File: src/rtl/zacore_fetch_mem_bridge.sv
`timescale 1ns/1ps
// Bridges the fetch stage to a single-outstanding memory port, with an optional one-word last-fetch buffer.
// Latency: buffer hit acks in the request cycle; a miss acks combinationally in the cycle rvalid arrives.
// Backpressure: o_mem_req is held until i_mem_gnt; fetch requests outside IDLE are not accepted.
module zacore_fetch_mem_bridge #(
    parameter bit BUFFER_EN = 1'b1
) (
    input  logic        i_clk,
    input  logic        i_rst,
    input  logic        i_fetch_req,
    output logic        o_fetch_ack,
    input  logic [31:0] i_fetch_addr,
    output logic [31:0] o_inst_read,
    input  logic        i_invalidate,
    input  logic        i_buf_flush,
    output logic        o_mem_req,
    input  logic        i_mem_gnt,
    output logic [31:0] o_mem_addr,
    input  logic        i_mem_rvalid,
    input  logic [31:0] i_mem_rdata
);

    typedef enum logic [1:0] {
        S_IDLE,
        S_REQ,
        S_WAIT,
        S_DISCARD
    } state_t;

    state_t      state_q, state_d;
    logic [29:0] addr_q, addr_d;
    logic        buf_hit;
    logic        buf_load;
    logic [31:0] buf_dat;
    logic        unused_sigs;

    assign unused_sigs = ^{i_fetch_addr[1:0], i_buf_flush, buf_load};

    always_ff @(posedge i_clk or posedge i_rst) begin
        if (i_rst) begin
            state_q <= S_IDLE;
            addr_q  <= '0;
        end else begin
            state_q <= state_d;
            addr_q  <= addr_d;
        end
    end

    always_comb begin
        state_d     = state_q;
        addr_d      = addr_q;
        o_fetch_ack = 1'b0;
        o_inst_read = '0;
        buf_load    = 1'b0;
        case (state_q)
            S_IDLE: begin
                if (i_fetch_req && !i_invalidate) begin
                    if (buf_hit) begin
                        o_fetch_ack = 1'b1;
                        o_inst_read = buf_dat;
                    end else begin
                        addr_d  = i_fetch_addr[31:2];
                        state_d = S_REQ;
                    end
                end
            end
            S_REQ: begin
                if (i_mem_gnt) begin
                    state_d = i_invalidate ? S_DISCARD : S_WAIT;
                end else if (i_invalidate) begin
                    state_d = S_IDLE;
                end
            end
            S_WAIT: begin
                // Data returning alongside a flush is still worth keeping in the buffer.
                if (i_mem_rvalid) begin
                    buf_load = 1'b1;
                    state_d  = S_IDLE;
                    if (!i_invalidate) begin
                        o_fetch_ack = 1'b1;
                        o_inst_read = i_mem_rdata;
                    end
                end else if (i_invalidate) begin
                    state_d = S_DISCARD;
                end
            end
            S_DISCARD: begin
                if (i_mem_rvalid) begin
                    state_d = S_IDLE;
                end
            end
            default: state_d = S_IDLE;
        endcase
    end

    assign o_mem_req  = (state_q == S_REQ);
    assign o_mem_addr = {addr_q, 2'b00};

    generate
        if (BUFFER_EN) begin : g_buf
            logic        buf_vld_q;
            logic [29:0] buf_tag_q;
            logic [31:0] buf_dat_q;

            // Flush takes priority over a load landing in the same cycle.
            always_ff @(posedge i_clk or posedge i_rst) begin
                if (i_rst) begin
                    buf_vld_q <= 1'b0;
                    buf_tag_q <= '0;
                    buf_dat_q <= '0;
                end else if (i_buf_flush) begin
                    buf_vld_q <= 1'b0;
                end else if (buf_load) begin
                    buf_vld_q <= 1'b1;
                    buf_tag_q <= addr_q;
                    buf_dat_q <= i_mem_rdata;
                end
            end

            assign buf_hit = buf_vld_q && (buf_tag_q == i_fetch_addr[31:2]) && !i_buf_flush;
            assign buf_dat = buf_dat_q;
        end else begin : g_nobuf
            assign buf_hit = 1'b0;
            assign buf_dat = '0;
        end
    endgenerate

endmodule

File: config.mk
export PLATFORM = sky130hd
export DESIGN_NAME = zacore_fetch_mem_bridge
export DESIGN_NICKNAME = d
export VERILOG_FILES = /design/src/rtl/zacore_fetch_mem_bridge.sv
export SDC_FILE = /design/constraint.sdc
export NUM_CORES = 1
export LEC_CHECK = 0
export BUFFER_PORTS_ARGS = -buffer_cell sky130_fd_sc_hd__buf_2
export CORE_MARGIN = 1
export CORE_UTILIZATION = 45
export CTS_CLUSTER_SIZE = 20
export DETAILED_ROUTE_END_ITERATION = 6
export PLACE_DENSITY_LB_ADDON = 0.2
export SLEW_MARGIN = 20
export SYNTH_ARGS = -nofsm -noshare
export SYNTH_HDL_FRONTEND = slang
export SYNTH_SLANG_ARGS = --single-unit
File: constraint.sdc
create_clock -name i_clk -period 3.1 [get_ports i_clk]
set_input_delay 0.31 -clock i_clk [delete_from_list [all_inputs] [get_ports i_clk]]
set_output_delay 0.31 -clock i_clk [all_outputs]
set_load 0.01 [all_outputs]
==> summary.md <==
| Metric | Value |
|---|---|
| Status | `finished, final reports clean` |
| Pin count of the biggest net entering global routing | `54` |
| Met2 Use GR | `0.303` |
| Fin nets | `504` |
| Vias per cell | `5.15` |
| Headroom to the max-slew limit | `0.569` |
| Critical path buffers and inverters | `2` |
| Final Util | `0.571` |
| CTS clk-pin slew, worst paths | `roughly 0.09 ns` |
| VDD IR-drop max | `~0.41 mV` |
| R2R Path End | `addr_q[29]$_DFFE_PP0P_` |
| Row count | `35` |
| Share of post-route cells with drive strength above 1 | `0.566` |
| DR vias | `~2,800` |
| Synth top area share | `0.559` |
| Critical Path Source Type | `flip-flop` |
| Vias in the first global route | `2,946` |
| WL/cell | `15.0 um` |
| Required time of the worst setup path | `2.79 ns` |
| Power Density | `between 800 and 900 mW/mm^2` |
| Initial antenna violation count | `0` |
| FMAX | `351 MHz` |
| Critical path, cell by cell | `xor2_1 > nor4_1 > nand4_1 > nor4_4 > buf_6 > a22o_1 > buf_2` |
| Worst-path fanout max | `33` |
| CTS tree | `built` |
| Area of the die | `0.00984 sq mm` |
| CTS Hold Bufs | `0` |
| Number of CTS-inserted buffers | `9` |
| DRC violations left | `0` |
| R2R depth | `6` |
| Input/output buffers | `~130` |
| M1 GR Usage | `0.233` |
| RePlAce Congestion | `about 0.8` |
| Final setup vio count | `0` |
| Leak | `around 0.0026 uW` |
| Most frequent cells in the layout | `buf_2 (132), dfrtp_1 (95), mux2_2 (89)` |
| Detailed Place HPWL | `5890 um` |
| Layout Cells excl Fill | `between 500 and 600` |
| Library cells used by synthesis | `24` |
| Critical Path Slowest Stage Cell | `dfrtp_1` |
| Worst hold path class | `in2async` |
| Top-Level Pins | `between 100 and 150` |
| Slew @ Worst Pin | `around 0.65 ns` |
| Worst setup margin | `0.254 ns` |
| GRT overflow | `0` |
| Seq/Total Area, Yosys | `0.559` |
| # clock sinks | `95` |
| Int Pwr | `a little over 3000 uW` |
| Layout area overhead | `23.4%` |
| Power share of the clock group | `0.183` |
| All-Layer GR Usage | `0.181` |
| Root buf cell | `clkbuf_8` |
| Antenna Nets Post-Route | `0` |
| Hold Fails Final Rpt | `0` |
| Synth top area cells | `dfrtp_1 (56%), mux2_2 (24%), a22o_1 (6.6%)` |
| Switching power | `1390 uW` |
| Worst skew pair latency | `0.35 ns` |
| Setup WS pre-CTS | `approximately 0.5 ns` |
| CP top delay family | `simple AND/OR/NAND/NOR gates` |
| Initial DRT Pass Iterations | `4` |
| Clock skew | `0.0131 ns` |
| # diodes | `0` |
| Max-cap viol count | `0` |
| Comb power frac | `0.321` |
| Fin crit share | `0.918` |
| Setup TNS Final | `0 ns` |
| Initial core utilization | `0.462` |
| Yosys warnings | `0` |
| Slew Viols, Final | `0` |
| Die Width | `roughly 99 um` |
| Largest area contributor in the netlist | `dfrtp_1` |
| Busiest grt layer | `met2` |
| Placed cells | `533` |
| Core Box Area | `~0.0092 sq mm` |
| Bufs on Longest Clock Path | `2` |
| DRT iter0 DRCs | `118` |
| Gate Count Post-Synth | `299` |
| RSZ-0062 raised after global routing | `no` |
| CP max stage delay | `0.39 ns` |
| Synthesized area | `0.00425 sq mm` |
| Number of fill cells | `between 700 and 800` |
| Min cycle time layout | `2.85 ns` |
| CTS H-Tree Depth | `3` |
| Global-route wire length before repair | `between 10,000 and 15,000 um` |
| Commonest non-fill, non-tap cell in the layout | `buf_2` |
| Sw Share | `0.311` |
| Drt total wl | `a little over 8000 um` |
| CP endpoint kind | `output port` |
| Syn_area_per_cell | `~14 sq um` |
| Worst Setup Path Type | `reg2out` |
| WP data arrival | `2.54 ns` |
| Reg2reg setup slack | `0.72 ns` |
| Sequential Power Share | `0.496` |
| GRT met3 Usage | `0.0387` |
| Hold Slack | `~0.05 ns` |
| Post-synthesis register bit count | `95` |
| Launch point of the worst reg-to-reg path | `g_buf.buf_tag_q[17]$_DFFE_PP0P_` |
| Die Ht | `between 90 and 100 um` |
## power groups by stage
stage	sequential (uW)	clock, uW	combinational (uW)
CTS	2210	846	1460
global route	2300	889	1580
detailed placement	2240	0	1460
global placement	2190	0	1420
floorplan	2270	0	899
finish	2210	815	1430
## stage by stage
step	power (uW)	instance area (sq um)
final	4460	5250
after global routing	4770	5250
after CTS	4520	5240
after detailed placement	3700	5040
after global placement	3610	5040
after floorplan	3170	4260
## Yosys cell counts (all sizes together)
cell type,instances
a21oi,1
a22o,32
a31oi,1
buf,14
clkbuf,3
conb,1
dfrtp,95
inv,3
mux2,92
nand2,4
nand2b,2
nand3,1
nand4,2
nor2,4
nor3,1
nor4,8
o2111ai,1
o21ai,2
o21bai,1
or2,1
xor2,30
## registers in the layout, indices dropped and copies added (netlist names)
signal           flops
addr_q              30
buf_dat             32
g_buf.buf_tag_q     30
g_buf.buf_vld_q      1
state_q              2
## cells by family (layout without fill, tap and decap cells)
group,Yosys count,in the layout,share of synthesized area
flops,95,95,0.559
mux,92,92,0.244
compound gates,38,38,0.0762
xor+xnor,30,30,0.0618
simple gates,23,23,0.0321
buf+inv,20,158,0.0265
other cells,1,2,0.000882
## layer usage
layer | part of all wire | up-vias
met5 | 0 | -
met1 | 0.46 | 1381
met4 | 0.011 | 0
li1 | - | 1350
met2 | 0.47 | 89
met3 | 0.058 | 9
## layout make-up
type,count,area (sq um),share of cell area
well taps,111,139,0.0265
multi-input cells,185,1790,0.341
repair buffers,139,729,0.139
clock inverters,4,55.1,0.0105
flip-flops and latches,95,2380,0.453
inverters,3,13.8,0.00262
clock buffers,12,145,0.0277
## what timing repair did
action	4_1_cts	5_1_grt
resized for setup	0	1
setup endpoints to repair	0	13
setup buffers	0	0
## how the worst max path moves through the flow
| stage | start | endpoint | slack, ns | depth (start not counted) |
|---|---|---|---|---|
| floorplan | i_rst | addr_q[0]$_DFFE_PP0P_ | 0.31 | 1 |
| global placement | i_fetch_addr[19] | o_inst_read[6] | 0.52 | 8 |
| detailed placement | i_fetch_addr[8] | o_inst_read[22] | 0.49 | 8 |
| CTS | g_buf.buf_tag_q[6]$_DFFE_PP0P_ | o_inst_read[22] | 0.13 | 7 |
| global route | g_buf.buf_tag_q[6]$_DFFE_PP0P_ | o_inst_read[20] | 0.05 | 7 |
| finish | g_buf.buf_tag_q[6]$_DFFE_PP0P_ | o_inst_read[22] | 0.25 | 7 |
No activity file was read; power rests on OpenSTA's default activity.
